**src/rtl/fetch_seq_pkg.sv**
```systemverilog
// Shared types and constants for the instruction-fetch sequencer.
package fetch_seq_pkg;

    // Sequencer states, in the order a normal fetch walks through them.
    typedef enum logic [2:0] {
        ST_IDLE     = 3'd0,
        ST_REQ      = 3'd1,
        ST_WAIT     = 3'd2,
        ST_PC_UPD   = 3'd3,
        ST_DISPATCH = 3'd4,
        ST_EXEC     = 3'd5,
        ST_ERR      = 3'd6
    } fetch_state_t;

    // Default number of WAIT cycles allowed for the IR acknowledge.
    localparam int FETCH_TIMEOUT_DEFAULT = 16;

    // Wide enough for the largest legal TIMEOUT (255).
    localparam int TMO_CNT_W = $clog2(255 + 1);

endpackage

```
**src/rtl/fetch_timeout_ctr.sv**
```systemverilog
// Counts WAIT cycles spent waiting for the IR acknowledge and flags the
// last permitted cycle. The counter saturates at TIMEOUT-1 so it can never
// wrap back into the legal range while the FSM is still deciding.
module fetch_timeout_ctr
    import fetch_seq_pkg::*;
#(
    parameter int TIMEOUT = FETCH_TIMEOUT_DEFAULT
) (
    input  logic clk,
    input  logic rst,
    input  logic clear,
    input  logic enable,
    output logic expired
);

    localparam logic [TMO_CNT_W-1:0] LAST_CNT = TMO_CNT_W'(TIMEOUT - 1);
    localparam logic [TMO_CNT_W-1:0] ONE      = TMO_CNT_W'(1);

    logic [TMO_CNT_W-1:0] r_count;
    logic                 w_at_last;

    assign w_at_last = (r_count == LAST_CNT);
    assign expired   = w_at_last;

    // Clear on request (or reset), otherwise count enabled WAIT cycles.
    always_ff @(posedge clk) begin
        if (rst || clear) begin
            r_count <= '0;
        end else if (enable && !w_at_last) begin
            r_count <= r_count + ONE;
        end
    end

endmodule

```
**src/rtl/fetch_sequencer.sv**
```systemverilog
// Fetch-side control FSM: strobes write_ir / write_pc into the fetch register
// block, waits (bounded) for the IR acknowledge, then pulses ir_ready to
// execute and waits for retirement. All outputs are flops loaded from the
// decoded next state, so each one is a clean Moore output of the state.
module fetch_sequencer
    import fetch_seq_pkg::*;
#(
    parameter int TIMEOUT = FETCH_TIMEOUT_DEFAULT,
    parameter int CNT_W   = 16
) (
    input  logic             clk,
    input  logic             rst,
    input  logic             run,
    input  logic             halt,
    input  logic             exec_done,
    input  logic             clr_err,
    input  logic             W_IR_valid,
    output logic             write_ir,
    output logic             write_pc,
    output logic             ir_ready,
    output logic             fetch_busy,
    output logic             timeout_err,
    output logic [CNT_W-1:0] fetch_count
);

    localparam logic [CNT_W-1:0] CNT_ONE = CNT_W'(1);

    fetch_state_t     r_state;
    fetch_state_t     w_state_next;
    logic             w_tmo_clear;
    logic             w_tmo_enable;
    logic             w_tmo_expired;
    logic             w_cnt_inc;
    logic             w_fetch_ok;

    logic             r_write_ir;
    logic             r_write_pc;
    logic             r_ir_ready;
    logic             r_fetch_busy;
    logic             r_timeout_err;
    logic [CNT_W-1:0] r_fetch_count;

    // run/halt only matter in IDLE and when leaving EXEC.
    assign w_fetch_ok = run && !halt;

    fetch_timeout_ctr #(
        .TIMEOUT (TIMEOUT)
    ) u_timeout_ctr (
        .clk     (clk),
        .rst     (rst),
        .clear   (w_tmo_clear),
        .enable  (w_tmo_enable),
        .expired (w_tmo_expired)
    );

    // Next-state logic; the acknowledge is checked before the timeout so a
    // late acknowledge on the last permitted cycle still wins.
    always_comb begin
        w_state_next = r_state;
        w_tmo_clear  = 1'b0;
        w_tmo_enable = 1'b0;
        w_cnt_inc    = 1'b0;
        case (r_state)
            ST_IDLE: begin
                if (w_fetch_ok) begin
                    w_state_next = ST_REQ;
                end
            end
            ST_REQ: begin
                w_tmo_clear  = 1'b1;
                w_state_next = ST_WAIT;
            end
            ST_WAIT: begin
                if (W_IR_valid) begin
                    w_state_next = ST_PC_UPD;
                end else if (w_tmo_expired) begin
                    w_state_next = ST_ERR;
                end else begin
                    w_tmo_enable = 1'b1;
                end
            end
            ST_PC_UPD: begin
                w_cnt_inc    = 1'b1;
                w_state_next = ST_DISPATCH;
            end
            ST_DISPATCH: begin
                w_state_next = ST_EXEC;
            end
            ST_EXEC: begin
                if (exec_done) begin
                    w_state_next = w_fetch_ok ? ST_REQ : ST_IDLE;
                end
            end
            ST_ERR: begin
                if (clr_err) begin
                    w_state_next = ST_IDLE;
                end
            end
            default: begin
                w_state_next = ST_IDLE;
            end
        endcase
    end

    // State register and registered output decode of the upcoming state.
    always_ff @(posedge clk) begin
        if (rst) begin
            r_state       <= ST_IDLE;
            r_write_ir    <= 1'b0;
            r_write_pc    <= 1'b0;
            r_ir_ready    <= 1'b0;
            r_fetch_busy  <= 1'b0;
            r_timeout_err <= 1'b0;
        end else begin
            r_state       <= w_state_next;
            r_write_ir    <= (w_state_next == ST_REQ);
            r_write_pc    <= (w_state_next == ST_PC_UPD);
            r_ir_ready    <= (w_state_next == ST_DISPATCH);
            r_fetch_busy  <= (w_state_next == ST_REQ)    ||
                             (w_state_next == ST_WAIT)   ||
                             (w_state_next == ST_PC_UPD) ||
                             (w_state_next == ST_DISPATCH);
            r_timeout_err <= (w_state_next == ST_ERR);
        end
    end

    // Completed-fetch counter; bumps as PC_UPD is left and wraps silently.
    always_ff @(posedge clk) begin
        if (rst) begin
            r_fetch_count <= '0;
        end else if (w_cnt_inc) begin
            r_fetch_count <= r_fetch_count + CNT_ONE;
        end
    end

    assign write_ir    = r_write_ir;
    assign write_pc    = r_write_pc;
    assign ir_ready    = r_ir_ready;
    assign fetch_busy  = r_fetch_busy;
    assign timeout_err = r_timeout_err;
    assign fetch_count = r_fetch_count;

endmodule
```
**config.mk**
```make
export PLATFORM = sky130hd
export DESIGN_NAME = fetch_sequencer
export DESIGN_NICKNAME = d
export VERILOG_FILES = /design/src/rtl/fetch_seq_pkg.sv /design/src/rtl/fetch_timeout_ctr.sv /design/src/rtl/fetch_sequencer.sv
export SDC_FILE = /design/constraint.sdc
export NUM_CORES = 1
export LEC_CHECK = 0
export ABC_AREA = 1
export BUFFER_PORTS_ARGS = -buffer_cell sky130_fd_sc_hd__buf_4
export CORE_ASPECT_RATIO = 2
export CORE_MARGIN = 1
export CORE_UTILIZATION = 28
export CTS_CLUSTER_SIZE = 20
export DETAILED_ROUTE_END_ITERATION = 7
export PLACE_DENSITY = 0.54
export SLEW_MARGIN = 20
export SYNTH_ARGS = -nofsm -noshare
export SYNTH_HDL_FRONTEND = slang
export SYNTH_SLANG_ARGS = --single-unit
export TNS_END_PERCENT = 100
```
**constraint.sdc**
```tcl
create_clock -name clk -period 1.3 [get_ports clk]
set_clock_uncertainty 0.1 [all_clocks]
set_input_delay 0.065 -clock clk [delete_from_list [all_inputs] [get_ports clk]]
set_output_delay 0.065 -clock clk [all_outputs]
set_load 0.02 [all_outputs]
```
# After elaboration in Yosys (flattened, before gate mapping)
# Cells that the tools add are included.
dict set report totals {
  regBits 32
  inputBits 7
  out_inout_bits 21
  word_cells 43
}
dict set report classes {
  add_sub_neg 2
  n_eq_ne 12
  muxes 12
  n_reduce_logical 9
}
# cell count
set op_table {}
lappend op_table {{$pmux 3 s7} 1}
lappend op_table {{$add 16x1->16 const B} 1}
lappend op_table {{$eq 3x3->1 const B} 5}
lappend op_table {{$mux 3} 5}
lappend op_table {{$eq 3x2->1 const B} 4}
lappend op_table {{$add 8x1->8 const B} 1}
lappend op_table {{$eq 8x4->1 const B} 1}
lappend op_table {{$eq 3x1->1 const B} 2}
lappend op_table {{$mux 1} 6}
lappend op_table {{$logic_or 1x1->1} 4}
lappend op_table {{$logic_not 3->1} 1}
lappend op_table {{$logic_and 1x1->1} 2}
lappend op_table {{$logic_not 1->1} 2}

# Logic depth before layout (Yosys ltp)
# Gate-level depths: netlist of the first run.
dict set report logic_depth {
  depth_word 9
  depth_mapped 9
  ltp_nobuf 9
}

# Cells and area by module
# From an unflattened synthesis of the first run, not the netlist that was laid out.
dict set report unflattened {
  cells_unflattened 222
  hier_area_um2 1529.0
}
# mod instances cells_per_inst area_each_um2 seq_area_each_um2
set modules_own_cells {}
lappend modules_own_cells {fetch_sequencer 1 155 1102.3 480.5}
lappend modules_own_cells {fetch_timeout_ctr 1 67 426.7 160.2}

# Worst setup path before layout of the first run
# No wires, ideal clock.
dict set report synth_path {
  path_kind {flip-flop to flip-flop}
  from {register r_fetch_count[1], in the netlist fetch_count[1]}
  to {register r_fetch_count[14], in the netlist fetch_count[14]}
  setup_time_ps 128
  t_arrival_ps 1303
  t_required_ps 1072
  path_slack_ps -231
  stages_incl_launch_ff 9
  n_path_buf 0
  period_less_slack_ps 1531
  cell_sequence {dfxtp_1 ha_1 nand2_1 nor2_1 nand3_4 nor2_4 nand4_1 nand2_1 nor2_1}
}
dict set report synth_via {
  elab_chain_cells 1
}
# element line
set synth_lines {}
lappend synth_lines {{start: declaration} fetch_sequencer.sv:41} ;# logic [CNT_W-1:0] r_fetch_count;
lappend synth_lines {{start signal: assignment} fetch_sequencer.sv:132} ;# r_fetch_count <= r_fetch_count + CNT_ONE;
lappend synth_lines {{$add 16x1->16} fetch_sequencer.sv:132}
# Every way passes these cells.
# A chain may end at the register's enable or synchronous reset.

# Worst setup path in the final report of the first run
dict set report layout_path {
  from {register r_state[0]}
  to {register u_timeout_ctr.r_count[3]}
}
dict set report layout_via {
  elab_chain_cells 3
  elab_cells_between_ends 6
  classes_between {2 x eq/ne; 2 x mux; 2 x reduce/logical}
}
# element line
set layout_lines {}
lappend layout_lines {{start: declaration} fetch_sequencer.sv:28} ;# fetch_state_t r_state;
lappend layout_lines {{start signal: assignment} fetch_sequencer.sv:115} ;# r_state <= w_state_next;
lappend layout_lines {{$eq 3x2->1 or $eq 3x1->1 (tied branches)} fetch_sequencer.sv:63} ;# case (r_state)
lappend layout_lines {{$mux 1} fetch_sequencer.sv:63}
lappend layout_lines {{$logic_and 1x1->1 or $logic_or 1x1->1 (tied branches)} {fetch_timeout_ctr.sv:29, fetch_timeout_ctr.sv:27}}
lappend layout_lines {{end signal: assignment} fetch_timeout_ctr.sv:30} ;# r_count <= r_count + ONE;
lappend layout_lines {{end: declaration} fetch_timeout_ctr.sv:19} ;# logic [TMO_CNT_W-1:0] r_count;
# Parallel ways exist; a longest one is shown, timed or not.

==> impl_metrics.csv, run 1 <==
group,metric,value,unit
yosys,syn-cell-area,1620,um2
outcome,run_status,"finished, violations left",
finish,finalNonFillerCells,381,
yosys,synth_cell_type_count,25,
sta,max_freq,740,MHz
yosys,synth.avg_cell_area,6.73,um2
worst_setup_path,setup.worst_path.class,"reg -> reg",
pwr,ir_drop,0.000763,V
floorplan,site_row_count,38,
route,average_wire_length_per_cell_after_detail_routing,12.8,um
worst_setup_path,cp_data_required_time,1.41,ns
finish,final_nets,329,
sta,fin_tns_setup,-0.243,ns
clocking,clockBufferDepth,2,
sta,final.period_utilization,104,%
global_route,globalRouteMet1Util,12.9,%
yosys,yosys_warnings,0,
sta,worst_slack,-0.0515,ns
global_route,grt_remaining_overflow,0,
sta,timing.final.setup_violations,12,
worst_setup_path,startpoint_type,"flip-flop",
global_route,global_route.usage.met2,34.4,%
pwr,power.static_leakage,1.09,nW
yosys,netlist_instances,241,
clocking,clock_tree_from_tritoncts,"done",
route,routed-via-count,1817,
global_route,grt_max_degree,14,
placement,placed_cell_count,366,
clocking,ctsRootBufferMaster,"sky130_fd_sc_hd__clkbuf_8",
sta,relSlewSlack,82.5,%
placement,dpl_worst_slack,-0.116,ns
floorplan,die_wd,55.8,um
global_route,grt_pass1_wl,7600,um
floorplan,die-height,110,um
sta,rsz0062_at_grt,"true",
sta,max_slew.worst_pin.slew,0.261,ns
global_route,first_global_vias,1785,
clocking,clkTransAtPathRegs,0.07,ns
pwr,cellPowerDensity,837,nW/um2
finish,syn_to_final_growth,64.5,%
route,postRouteWirelength,4880,um
floorplan,initial_cell_density_of_the_core,29.4,%
worst_setup_path,crit_path_end_kind,"flip-flop",
route,vias_per_cell,4.77,
sta,final.min_clock_period,1.35,ns
global_route,global_route.peak_usage_layer,"met2",
floorplan,design.portCount,28,
worst_setup_path,timing.critical_path.fanout_max,6,
placement,dp_hpwl,3640,um
finish,insertedDiodeCount,0,
route,route.antenna.remaining_nets,0,
global_route,grt_util_all_layers,16.3,%
sta,finalHoldViolCount,0,
finish,share_of_cells_above_drive_strength_1,52.0,%
route,count_of_routing_violations_after_the_opening_detailed_route_iteration,47,
floorplan,core_area,5520,um2
outcome,violations,"negative setup slack",
yosys,postSynthNetCount,250,
clocking,h-tree-depth,2,
clocking,cts.sink_count,32,
placement,final_gp_congestion,0.824,
floorplan,die-area,6120,um2
worst_setup_path,arrival,1.46,ns
global_route,met3_usage,2.59,%
sta,slew_viol_final,0,
pwr,finalPower,2.23,mW
route,drt_pre_antenna_iters,4,
sta,worst_hold_margin,0.0653,ns
placement,io_buffer_count,27,
clocking,tritoncts.num_buffers,5,
yosys,yosysSeqAreaShare,39.5,%
worst_hold_path,holdCritPathClass,"in -> reg",
yosys,synth_seq_cells,32,
clocking,clock_insertion_delay_at_the_later_pin_of_the_skew_report,0.28,ns
route,drc,0,
flow_run,max_cap_violations,0,
global_route,antenna_violations_before_repair,0,
==> metrics by stage <==
| step | area, um2 | utilization [%] |
|---|---|---|
| after floorplan | 1690 | - |
| after global placement | 2260 | 40.9 |
| after detailed placement | 2260 | 40.9 |
| after CTS | 2430 | 44.1 |
| after global routing | 2670 | 48.4 |
| final | 2670 | 48.4 |
==> synthesized netlist by cell type <==
cell | count | area [um2]
sky130_fd_sc_hd__nand2_2 | 1 | 6.26
sky130_fd_sc_hd__nor2_1 | 34 | 128
sky130_fd_sc_hd__or2_1 | 1 | 6.26
sky130_fd_sc_hd__nand2_1 | 61 | 229
sky130_fd_sc_hd__nor3_1 | 6 | 30.0
sky130_fd_sc_hd__inv_1 | 32 | 120
sky130_fd_sc_hd__inv_2 | 2 | 7.51
sky130_fd_sc_hd__buf_6 | 1 | 11.3
sky130_fd_sc_hd__a21oi_1 | 20 | 100
sky130_fd_sc_hd__xor2_1 | 2 | 17.5
sky130_fd_sc_hd__clkbuf_1 | 2 | 7.51
sky130_fd_sc_hd__nand3_4 | 2 | 35.0
sky130_fd_sc_hd__nand3_1 | 13 | 65.1
sky130_fd_sc_hd__ha_1 | 2 | 25.0
sky130_fd_sc_hd__nand3b_1 | 1 | 7.51
sky130_fd_sc_hd__o21ai_0 | 13 | 65.1
sky130_fd_sc_hd__nand3_2 | 1 | 10.0
sky130_fd_sc_hd__nor2_2 | 2 | 12.5
sky130_fd_sc_hd__nor3b_1 | 2 | 15.0
sky130_fd_sc_hd__nor2_4 | 2 | 22.5
sky130_fd_sc_hd__dfxtp_1 | 32 | 641
sky130_fd_sc_hd__o21ba_2 | 1 | 10.0
sky130_fd_sc_hd__a211oi_1 | 1 | 7.51
sky130_fd_sc_hd__nand4_1 | 6 | 37.5
sky130_fd_sc_hd__or2_2 | 1 | 6.26
==> report_power, final <==
| group | internal, mW | switching (mW) | total (mW) |
|---|---|---|---|
| Combinational | 0.156 | 0.231 | 0.387 |
| Clock | 0.432 | 0.355 | 0.786 |
| Sequential | 1.02 | 0.0437 | 1.06 |
==> state kept, by name, indices dropped and copies added (netlist names) <==
name,flops
fetch_busy,1
fetch_count,16
ir_ready,1
r_state,3
timeout_err,1
u_timeout_ctr.r_count,8
write_ir,1
write_pc,1
==> layout by cell type (no fill, tap or decap), drive strengths merged <==
cell type and count:
nor3 6, inv 34, a211oi 1, nand3b 1
nor2 38, o21ai 13, nand2 63, buf 73
a21oi 20, xor2 2, nand4 6, o21ba 1
dfxtp 32, nor3b 2, nand3 16, clkbuf 8
or2 2, dlygate4sd3 1, ha 2
==> worst paths after layout <==
path	startpoint	end	slack (ns)	depth (start not counted)
worst max-delay path	r_state[0]	u_timeout_ctr.r_count[3]	-0.05	7
worst min-delay path	exec_done	r_state[0]	0.07	4
worst min register to register	u_timeout_ctr.r_count[6]	u_timeout_ctr.r_count[6]	0.38	2
worst max register to register	r_state[0]	u_timeout_ctr.r_count[3]	-0.05	7
==> what timing repair did <==
| item | CTS | global route |
|---|---|---|
| cloned | 1 | 0 |
| resized for setup | 22 | 68 |
| hold buffers | 1 | 0 |
| endpoints found under the hold margin | 12 | 0 |
| buffers inserted | 1 | 4 |
| setup endpoints to repair | 22 | 24 |
| pin swaps | 4 | 26 |
==> kinds of logic (layout without fill, tap and decap cells) <==
logic type | after synthesis | count (layout) | share of synthesized area [%]
and+or+nand+nor | 133 | 134 | 37.6
xor gates and xnor gates | 2 | 2 | 1.08
AOI/OAI and AO/OA | 35 | 35 | 11.3
buffers and inverters | 37 | 116 | 9.02
DFF | 32 | 32 | 39.5
adders and majority gates | 2 | 2 | 1.54
==> final cells by class <==
| type | count | area, um2 |
|---|---|---|
| fillers | 555 | 2850 |
| multi-input cells | 173 | 1120 |
| flip-flops and latches | 32 | 673 |
| repair buffers | 74 | 569 |
| inverters | 34 | 143 |
| clock buffers | 8 | 90.1 |
| well taps | 60 | 75.1 |
==> per-layer routing <==
layer / share of wire (%) / vias to the layer above
met5: 0 / -
met3: 2.8 / 18
met2: 59 / 41
li1: - / 924
met1: 33 / 834
met4: 4.9 / 0
==> worst max-delay path, cell delays in order (launching register included) <==
cell,delay [ns]
sky130_fd_sc_hd__dfxtp_4,0.37
sky130_fd_sc_hd__inv_4,0.08
sky130_fd_sc_hd__nand3_4,0.08
sky130_fd_sc_hd__nor2_4,0.19
sky130_fd_sc_hd__nand2_4,0.11
sky130_fd_sc_hd__inv_6,0.10
sky130_fd_sc_hd__nand3b_1,0.11
sky130_fd_sc_hd__a21oi_2,0.13
Power figures use the tool's default switching activity.
==> run 2, diff against run 1 <==
Settings changed: CORE_MARGIN 1 to 2, PLACE_DENSITY 0.54 to 0.53.
Clock period 1.3 ns to 1.4 ns, I/O delays scaled along.
==> impl_metrics.csv, run 2 (synthesis results as in run 1) <==
group,metric,value,unit
finish,final_nets,323,
finish,syn_to_final_growth,56.0,%
clocking,clock_insertion_delay_at_the_later_pin_of_the_skew_report,0.28,ns
route,average_wire_length_per_cell_after_detail_routing,12.6,um
finish,layout_common_cells,"66 x sky130_fd_sc_hd__buf_4, 58 x sky130_fd_sc_hd__nand2_1, 28 x sky130_fd_sc_hd__nor2_1",
pwr,power.static_leakage,1.03,nW
worst_setup_path,worst_path_most_repeated_cell,"sky130_fd_sc_hd__nand2_1",
clocking,clock_tree_from_tritoncts,"done",
sta,rsz0062_at_grt,"true",
worst_setup_path,regToRegSetupSlack,0.03,ns
floorplan,site_row_count,39,
clocking,cts.sink_count,32,
route,drt_pre_antenna_iters,4,
pwr,finalPower,2.42,mW
sta,relSlewSlack,67.6,%
worst_setup_path,setup.worst_path.class,"reg -> reg",
finish,largest_reg_flops,16,
placement,dp_hpwl,3600,um
finish,insertedDiodeCount,0,
worst_setup_path,cp_slowest_cell,"sky130_fd_sc_hd__dfxtp_4",
sta,worst_hold_margin,0.0283,ns
outcome,run_status,"finished, final reports clean",
global_route,first_global_vias,1829,
finish,mostFrequentLayoutCell,"sky130_fd_sc_hd__buf_4",
route,routed-via-count,1772,
sta,final.period_utilization,97.5,%
placement,final_gp_congestion,0.789,
clocking,h-tree-depth,2,
worst_setup_path,worstReg2RegStart,"fetch_count[1]",
sta,slew_viol_final,0,
global_route,grt_pass1_wl,7780,um
global_route,grt_max_degree,13,
floorplan,die-height,112,um
route,drc,0,
worst_setup_path,crit_path_end_kind,"flip-flop",
floorplan,die_wd,57.8,um
worst_setup_path,timing.critical_path.fanout_max,3,
clocking,ctsRootBufferMaster,"sky130_fd_sc_hd__clkbuf_16",
finish,finalNonFillerCells,376,
placement,placed_cell_count,361,
worst_hold_path,holdCritPathClass,"in -> reg",
sta,timing.final.setup_violations,0,
sta,final.min_clock_period,1.37,ns
floorplan,die-area,6460,um2
worst_setup_path,critical_path.max_stage_delay,0.36,ns
sta,max_slew.worst_pin.slew,0.484,ns
global_route,antenna_violations_before_repair,0,
placement,io_buffer_count,27,
clocking,clkTransAtPathRegs,0.05,ns
pwr,cellPowerDensity,955,nW/um2
worst_setup_path,startpoint,"fetch_count[1]",
route,vias_per_cell,4.71,
finish,filler_cell_count,584,
sta,finalHoldViolCount,0,
flow_run,max_cap_violations,0,
floorplan,initial_cell_density_of_the_core,28.7,%
clocking,tritoncts.num_buffers,5,
sta,max_freq,733,MHz
pwr,ir_drop,0.000800,V
finish,share_of_cells_above_drive_strength_1,38.7,%
global_route,grt_util_all_layers,15.9,%
worst_setup_path,startpoint_type,"flip-flop",
route,count_of_routing_violations_after_the_opening_detailed_route_iteration,39,
route,route.antenna.remaining_nets,0,
worst_setup_path,cp_cell_sequence,"buf_6, nand3_4, nor2_4, nand4_1, inv_2, nand2_1, nand2_1, nor2_1",
clocking,clockBufferDepth,2,
worst_setup_path,arrival,1.44,ns
route,postRouteWirelength,4750,um
floorplan,core_area,5660,um2
worst_setup_path,cp_data_required_time,1.47,ns
worst_hold_path,hold_path_startpoint,"W_IR_valid",
finish,finish.utilization,44.7,%
global_route,grt_remaining_overflow,0,
floorplan,design.portCount,28,
==> run 2: layout make-up <==
cell class                 instances  area (um2)  area share [%]
clock buffer                       8         146            5.78
inverter                          34         133            5.24
tap                               61        76.3            3.02
multi-input combinational        173         993            39.2
timing repair buffer              68         517            20.4
sequential                        32         666            26.3
==> run 2: what timing repair did <==
item	CTS	global route
hold endpoints to repair	12	0
resized for setup	14	40
cloned	0	1
hold buffers	1	0
pin swaps	3	11
setup endpoints to repair	15	23
setup buffers	4	1
==> run 2: worst max-delay path, delay by kind of cell (launching register included) <==
family	cells	cell delay (ns)
flip-flops	1	0.36
AND/OR/NAND/NOR	6	0.58
buffers and inverters	2	0.23
==> run 2: power by group <==
group	internal [mW]	total, mW	switching [mW]
sequential	0.945	0.981	0.0359
combinational	0.148	0.339	0.191
clock	0.708	1.10	0.389
==> run 2: final timing paths <==
| check | endpoint | cells after the start |
|---|---|---|
| worst min-delay path | write_pc | 3 |
| worst min register to register | fetch_count[8] | 2 |
| worst max-delay path | fetch_count[13] | 8 |
| worst max register to register | fetch_count[13] | 8 |
==> run 2: through the flow <==
step / TNS [ns] / instance area, um2 / setup slack (ns)
5_1_grt: -0.450 / 2530 / -0.0739
3_5_place_dp: -0.439 / 2160 / -0.0655
6_report: 0 / 2530 / 0.0349
4_1_cts: 0 / 2390 / 0.00181
2_1_floorplan: 0 / 1640 / 0.0126
3_3_place_gp: -0.222 / 2160 / -0.0641
==> run 2: metal layers <==
layer  wire [um]  GRT usage [%]  share of wire, %
met5           0              0                 0
met4         229           9.77               4.8
met3         170           3.37               3.6
met2        2740           30.2                58
met1        1620           14.3                34
